## src/rtl/aes_stream_ctrl.sv

```systemverilog
// rtl/aes_stream_ctrl.sv - byte-stream to 128-bit AES core controller (fill, launch, wait, drain)
module aes_stream_ctrl #(
    parameter int TIMEOUT = 64,
    parameter int CNT_W   = 16
) (
    input  logic             clk,
    input  logic             rst_n,
    input  logic [7:0]       in_byte,
    input  logic             in_valid,
    output logic             in_ready,
    output logic             core_start,
    output logic [127:0]     core_din,
    input  logic             core_done,
    input  logic [127:0]     core_dout,
    output logic [7:0]       out_byte,
    output logic             out_valid,
    input  logic             out_ready,
    output logic             busy,
    output logic             err,
    output logic [CNT_W-1:0] blk_count
);
    localparam int TW = $clog2(TIMEOUT + 1);
    localparam logic [TW-1:0] W_TMAX = TW'(TIMEOUT - 1);

    typedef enum logic [1:0] {S_FILL, S_START, S_WAIT, S_DRAIN} state_t;

    state_t           r_state;
    logic [3:0]       r_in_idx;
    logic [3:0]       r_out_idx;
    logic [TW-1:0]    r_wait_cnt;
    logic [127:0]     r_din;
    logic [127:0]     r_buf;
    logic             r_in_ready;
    logic             r_core_start;
    logic             r_out_valid;
    logic             r_busy;
    logic             r_err;
    logic [7:0]       r_out_byte;
    logic [CNT_W-1:0] r_blk_count;

    logic [3:0]       w_out_next;
    logic [6:0]       w_in_lsb;
    logic [6:0]       w_out_lsb;

    // Byte k lives at bit offset 8*(15-k); for a 4-bit index 15-k is just ~k.
    assign w_out_next = r_out_idx + 4'd1;
    assign w_in_lsb   = {~r_in_idx, 3'b000};
    assign w_out_lsb  = {~w_out_next, 3'b000};

    always_ff @(posedge clk) begin
        if (!rst_n) begin
            r_state      <= S_FILL;
            r_in_idx     <= 4'd0;
            r_out_idx    <= 4'd0;
            r_wait_cnt   <= '0;
            r_din        <= '0;
            r_buf        <= '0;
            r_in_ready   <= 1'b0;
            r_core_start <= 1'b0;
            r_out_valid  <= 1'b0;
            r_busy       <= 1'b0;
            r_err        <= 1'b0;
            r_out_byte   <= 8'd0;
            r_blk_count  <= '0;
        end else begin
            r_core_start <= 1'b0;
            case (r_state)
                S_FILL: begin
                    r_in_ready <= 1'b1;
                    if (in_valid && r_in_ready) begin
                        r_din[w_in_lsb +: 8] <= in_byte;
                        r_in_idx             <= r_in_idx + 4'd1;
                        if (r_in_idx == 4'd15) begin
                            r_state      <= S_START;
                            r_in_ready   <= 1'b0;
                            r_core_start <= 1'b1;
                            r_busy       <= 1'b1;
                        end
                    end
                end
                S_START: begin
                    r_state    <= S_WAIT;
                    r_wait_cnt <= '0;
                end
                S_WAIT: begin
                    // A completion on the final allowed cycle takes priority over the timeout.
                    if (core_done) begin
                        r_buf       <= core_dout;
                        r_out_byte  <= core_dout[127:120];
                        r_out_valid <= 1'b1;
                        r_out_idx   <= 4'd0;
                        r_state     <= S_DRAIN;
                    end else if (r_wait_cnt == W_TMAX) begin
                        r_err      <= 1'b1;
                        r_in_idx   <= 4'd0;
                        r_in_ready <= 1'b1;
                        r_busy     <= 1'b0;
                        r_state    <= S_FILL;
                    end else begin
                        r_wait_cnt <= r_wait_cnt + TW'(1);
                    end
                end
                S_DRAIN: begin
                    if (out_ready) begin
                        if (r_out_idx == 4'd15) begin
                            r_out_valid <= 1'b0;
                            r_out_idx   <= 4'd0;
                            r_in_ready  <= 1'b1;
                            r_busy      <= 1'b0;
                            r_blk_count <= r_blk_count + CNT_W'(1);
                            r_state     <= S_FILL;
                        end else begin
                            r_out_idx  <= w_out_next;
                            r_out_byte <= r_buf[w_out_lsb +: 8];
                        end
                    end
                end
                default: r_state <= S_FILL;
            endcase
        end
    end

    assign in_ready   = r_in_ready;
    assign core_start = r_core_start;
    assign core_din   = r_din;
    assign out_byte   = r_out_byte;
    assign out_valid  = r_out_valid;
    assign busy       = r_busy;
    assign err        = r_err;
    assign blk_count  = r_blk_count;
endmodule

```

## config.mk

```make
export PLATFORM = sky130hd
export DESIGN_NAME = aes_stream_ctrl
export DESIGN_NICKNAME = d
export VERILOG_FILES = /design/src/rtl/aes_stream_ctrl.sv
export SDC_FILE = /design/constraint.sdc
export NUM_CORES = 1
export LEC_CHECK = 0
export ABC_AREA = 1
export CORE_MARGIN = 2
export CORE_UTILIZATION = 45
export CTS_CLUSTER_SIZE = 30
export DETAILED_ROUTE_END_ITERATION = 16
export PLACE_DENSITY = 0.8
export RECOVER_POWER = 50
export SLEW_MARGIN = 30
export SYNTH_ARGS = -nofsm -noshare
export SYNTH_HDL_FRONTEND = slang
export SYNTH_SLANG_ARGS = --single-unit
```

## constraint.sdc

```tcl
create_clock -name clk -period 8.64 [get_ports clk]
set_input_delay 1.728 -clock clk [delete_from_list [all_inputs] [get_ports clk]]
set_output_delay 1.728 -clock clk [all_outputs]
set_load 0.05 [all_outputs]
```

==> flow_metrics.tcl, run 1 <==
set metrics [dict create \
    outcome "finished with violations" \
    violations "max-capacitance violations, max-slew violations" \
    finalInstanceArea_um2 16830 \
    layout_common_cells "dfxtp_1, a21oi_1, clkdlybuf4s50_1, o21ai_0, nand2_1" \
    fp-row-count 61 \
    grt_pass1_vias 12020 \
    end_kind "flop" \
    io_buffers 297 \
    path_max_fanout 52 \
    syn_area_um2 12540 \
    path_common_cell "clkbuf_1" \
    syn_avg_cell_area_um2 7.302 \
    top_layer_used "met4" \
    yosysTopAreaCell "dfxtp_1" \
    place_congestion 0.8629 \
    cp_cell_sequence "clkbuf_1 > clkinv_1 > clkbuf_1 > a221oi_1" \
    clk_pin_slew_ps 60 \
    wl_met3_um 3564 \
    die_area_um2 29210 \
    htreeDepth 1 \
    drt-vias-per-instance 5.341 \
    synth_warnings 0 \
    setup_viol 0 \
    maxCapViolCount 2 \
    gr-total-overflow 0 \
    path_buf_inv 3 \
    reg2reg_depth 6 \
    syn_to_final_growth_pct 34.27 \
    fin_worst_skew_ps 9.190 \
    postRouteAntennaNets 0 \
    drt_iter0_drc 1150 \
    grt_max_degree 116 \
    wire_per_inst_um 16.64 \
    syn_nets 1869 \
    slew_violations 94 \
    synth_cell_types 34 \
    wirelength_um 39180 \
    final_cell_count_no_fill 2355 \
    cts_root_buf "clkbuf_16" \
    synthCells 1717 \
    routed-wl-met2_um 18270 \
    final_layout_size_suffix_gt1_frac 0.03998 \
    nets 2105 \
    hold_violations 0 \
    yosysSeqAreaShare 0.4822 \
    drt_pass1_iterations 5 \
    finalPower_mw 3.154 \
    power.density_nw_per_um2 187.4 \
    drc 0 \
    rrSetupSlack_ps 4920 \
    postCtsHoldBufs 0 \
    cts_setup_buffers 0 \
    initial_core_util 0.4538 \
    cts_tree "yes" \
    vdd_drop_max_mv 0.1457 \
    crit_required_ps 9070 \
    period_needed_ps 5028 \
    ios 298 \
    place_area_um2 15670 \
    regArea_um2 6047 \
    worst-setup-path-type "in2reg" \
    tns_ps 0 \
    dp_hpwl_um 25970 \
    min_period_over_period 0.5820 \
    critPathArrivalTime_ps 5450 \
    cp-startpoint "rst_n" \
    wl_met1_um 15980 \
    chipHeight_um 170.9 \
    synth-seq-cells 302 \
    final_common_cell "dfxtp_1" \
    netlist.area_leader.share 0.4822 \
    ctsResizeCount 0 \
    dp_cells 2298 \
    endpoint "blk_count[4]$_SDFFE_PN0P_" \
    cts_buffers 31 \
    cp.depth 4 \
    crit_family "buffers and inverters" \
    tightest_slew_ps 2029 \
    crit_slowest_cell "clkbuf_1" \
    grt_pass1_wl_um 61200 \
    critPathMaxStageDelay_ps 1430 \
    multi_input_area_um2 5268 \
    cts_sinks 302 \
    p_leak_nw 6.412 \
    hold_path_class "reg2reg" \
    antenna_found_initial 1 \
    n_fill_cell 2410 \
    hp-start "core_din[94]$_SDFFE_PN0P_" \
    clk_latency_ps 550 \
    grt_usage 0.2587 \
    rsz0062_at_grt "false" \
    timing.rr.start "r_in_idx[0]$_SDFFE_PN0P_" \
    clk_path_buf_depth 3 \
    r2r_end "core_din[4]$_SDFFE_PN0P_" \
    core_region_area_um2 27630 \
    cp-start-kind "primary input" \
    vias 12580 \
    synth_area_leaders "dfxtp_1, a21oi_1, o21ai_0" \
    maxSlewHeadroom -0.3527 \
    die_width_um 170.9 \
    max_freq_ghz 0.1989 \
]
## worst min path at each step
stage | to | depth (start not counted)
global route | r_buf[90]$_SDFFE_PN0P_ | 2
floorplan | r_buf[104]$_SDFFE_PN0P_ | 2
CTS | core_din[94]$_SDFFE_PN0P_ | 2
detailed placement | core_din[78]$_SDFFE_PN0P_ | 2
finish | core_din[94]$_SDFFE_PN0P_ | 2
global placement | core_din[74]$_SDFFE_PN0P_ | 2
## Yosys cell counts (all sizes together)
| cell type | count |
|---|---|
| nor2 | 113 |
| a31oi | 1 |
| a31o | 1 |
| nand3 | 140 |
| nand2 | 238 |
| inv | 211 |
| ha | 11 |
| o31ai | 1 |
| and3 | 1 |
| nor3b | 1 |
| nand4 | 5 |
| xor2 | 5 |
| or2 | 1 |
| nor3 | 36 |
| dfxtp | 302 |
| a211oi | 13 |
| o2111ai | 1 |
| nor4 | 1 |
| o21ai | 250 |
| o21a | 1 |
| a221oi | 1 |
| xnor2 | 4 |
| buf | 14 |
| clkbuf | 91 |
| a21oi | 266 |
| clkinv | 8 |
## flip-flops by register name, summed over array words and instances, names as in the netlist, 2 cells and up
register / cells
core_din: 128
r_wait_cnt: 7
blk_count: 16
out_byte: 8
r_state: 2
r_out_idx: 4
r_buf: 128
r_in_idx: 4
## worst min-delay path, cell delays in order, from the launching register on
cell and delay [ps]:
dfxtp_1 300, inv_1 40, a21oi_1 50
## where the power goes
group          switching (mW)  total [mW]  leakage (nW)  internal, mW
clock network           0.564        1.54         0.584         0.973
registers             0.00836        1.41          2.43          1.40
logic                   0.119       0.207          3.39        0.0880
## metal layers
metal / up-vias / global-route usage
met5: - / 0
met4: 0 / 0.09801
met3: 94 / 0.06570
met2: 533 / 0.4232
met1: 5843 / 0.3292
li1: 6107 / -
## cell families (layout without fill, tap and decap cells)
family	Yosys count	after routing	share of synthesized area
XOR/XNOR	9	9	0.006885
flip-flops	302	302	0.4822
other	0	1	0
adder cells (fa/ha/maj)	11	11	0.01098
buffers and inverters	324	583	0.09819
AO/OA/AOI/OAI	535	535	0.2175
AND/OR/NAND/NOR	536	536	0.1842
## final cells by class
class	count	share of cell area
Clock inverter	16	0.01836
Clock buffer	40	0.05165
Multi-Input combinational cell	1091	0.3129
Antenna cell	1	0.0001486
Sequential cell	302	0.3592
Tap cell	378	0.02809
Inverter	219	0.04898
Timing Repair Buffer	308	0.1807
## stage by stage
stage / setup WS, ps / utilization / hold slack, ps
floorplan: 5567 / - / 429.2
global placement: 4586 / 0.5671 / 432.5
detailed placement: 4470 / 0.5673 / 438.4
CTS: 5024 / 0.6100 / 448.1
global route: 3215 / 0.6093 / 464.9
finish: 3612 / 0.6093 / 444.4
(Power assumes the default switching activity.)
==> run 2: changes to the inputs <==
--- a/config.mk
+++ b/config.mk
@@ -10,7 +10,7 @@
 export CORE_UTILIZATION = 45
 export CTS_CLUSTER_SIZE = 30
 export DETAILED_ROUTE_END_ITERATION = 16
-export PLACE_DENSITY = 0.8
+export PLACE_DENSITY = 0.83
 export RECOVER_POWER = 50
 export SLEW_MARGIN = 30
 export SYNTH_ARGS = -nofsm -noshare
==> constraint.sdc (replaced) <==
create_clock -name clk -period 4.1 [get_ports clk]
set_input_delay 0.82 -clock clk [delete_from_list [all_inputs] [get_ports clk]]
set_output_delay 0.82 -clock clk [all_outputs]
set_load 0.05 [all_outputs]
==> flow_metrics.tcl, run 2 (synthesized netlist as in run 1, its figures left out) <==
set metrics [dict create \
    fp-row-count 61 \
    ios 298 \
    core_region_area_um2 27630 \
    postCtsHoldBufs 0 \
    drt_iter0_drc 1312 \
    worst-setup-path-type "reg2reg" \
    clk_latency_ps 550 \
    post-route-util 0.6053 \
    drt-vias-per-instance 5.329 \
    hold_violations 0 \
    power.density_nw_per_um2 376.9 \
    violations "max-capacitance violations, max-slew violations" \
    maxCapViolCount 1 \
    clk_path_buf_depth 3 \
    cts_tree "yes" \
    die_width_um 170.9 \
    finalPower_mw 6.304 \
    vias 12540 \
    min_period_over_period 0.8278 \
    clk_pin_slew_ps 70 \
    hp-start "core_din[79]$_SDFFE_PN0P_" \
    dp_slack_ps 925.5 \
    hold_path_class "reg2reg" \
    max_freq_ghz 0.2946 \
    place_congestion 0.8642 \
    crit_required_ps 4550 \
    final_layout_size_suffix_gt1_frac 0.03947 \
    maxSlewHeadroom -0.2868 \
    setup_viol 0 \
    cts_sinks 302 \
    antenna_found_initial 2 \
    layout_common_cells "dfxtp_1, a21oi_1, o21ai_0, nand2_1, inv_1" \
    dp_hpwl_um 26250 \
    cp-startpoint "r_state[0]$_SDFFE_PN0P_" \
    cts_buffers 30 \
    path_buf_inv 2 \
    grt_pass1_vias 11770 \
    slew_violations 60 \
    n_fill_cell 2371 \
    tns_ps 0 \
    wirelength_um 38950 \
    critPathArrivalTime_ps 3840 \
    tightest_slew_ps 1926 \
    outcome "finished with violations" \
    final_cell_count_no_fill 2354 \
    ctsResizeCount 0 \
    io_buffers 297 \
    rsz0062_at_grt "false" \
    end_kind "flop" \
    postRouteAntennaNets 0 \
    dp_cells 2298 \
    chipHeight_um 170.9 \
    finalInstanceArea_um2 16720 \
    path_max_fanout 60 \
    gr-total-overflow 0 \
    crit_family "simple AND/OR/NAND/NOR gates" \
    cp_cell_sequence "inv_1 > ha_1 > nand2_1 > buf_4 > o21ai_0 > a21oi_1" \
    fin_worst_skew_ps 18.47 \
    drc 0 \
    fin_ws_ps 705.9 \
    drt_pass1_iterations 6 \
    grt_max_degree 157 \
    p_leak_nw 6.683 \
    cts_root_buf "clkbuf_16" \
    initial_core_util 0.4538 \
    cp-start-kind "flop" \
    vdd_drop_max_mv 0.2922 \
    final_common_cell "dfxtp_1" \
    grt_usage 0.2552 \
    crit_slowest_cell "nand2_1" \
    timing.rr.start "r_state[0]$_SDFFE_PN0P_" \
    n_antenna_cell 0 \
    nets 2104 \
    syn_to_final_growth_pct 33.39 \
    cts_setup_buffers 0 \
    period_needed_ps 3394 \
    place_area_um2 15700 \
    grt_pass1_wl_um 60070 \
    wire_per_inst_um 16.55 \
    die_area_um2 29210 \
    rrSetupSlack_ps 710 \
    htreeDepth 1 \
    critPathMaxStageDelay_ps 1430 \
    whs_ps 440.4 \
]
-- run 2: changes by cell type in the layout (fill, tap and decap cells not counted), sizes merged --
cell / before / now
bufinv: 9 / 4
clkinv: 15 / 19
diode: 1 / 0
buf: 9 / 10
clkbuf: 43 / 44
clkdlybuf4s50: 255 / 169
inv: 211 / 210
dlygate4sd3: 41 / 127
-- run 2: layout make-up --
class | count | area, um^2 | share of cell area
flip-flops and latches | 302 | 6047 | 0.3616
multi-input cells | 1091 | 5259 | 0.3144
repair buffers | 308 | 3074 | 0.1838
clock buffers | 42 | 877.1 | 0.05244
inverters | 219 | 824.5 | 0.04930
well taps | 378 | 473.0 | 0.02828
clock inverters | 14 | 170.2 | 0.01017
-- run 2: where the power goes --
group          switching [mW]  internal (mW)  total [mW]
Combinational           0.254          0.184       0.437
Clock                    1.16           1.74        2.90
Sequential             0.0176           2.95        2.97
-- run 2: tightest hold or removal path: cells and delay by family, from the launching register on --
family | cells | cell delay (ps)
AOI/OAI and AO/OA | 1 | 50
DFF | 1 | 300
buffers and inverters | 1 | 40
-- run 2: worst paths after layout --
check / endpoint / cells past startpoint
max reg2reg: r_buf[117]$_SDFFE_PN0P_ / 6
min: core_din[79]$_SDFFE_PN0P_ / 2
min reg2reg: core_din[79]$_SDFFE_PN0P_ / 2
max: r_buf[117]$_SDFFE_PN0P_ / 6
-- run 2: layer usage --
| metal | wire length [um] | part of all wire | global-route usage | vias to the layer above |
|---|---|---|---|---|
| li1 | - | - | - | 6106 |
| met1 | 15520 | 0.40 | 0.3086 | 5789 |
| met2 | 18300 | 0.47 | 0.4295 | 538 |
| met3 | 3638 | 0.093 | 0.07078 | 109 |
| met4 | 1480 | 0.038 | 0.1028 | 2 |
| met5 | 13 | 0.00033 | 0 | - |
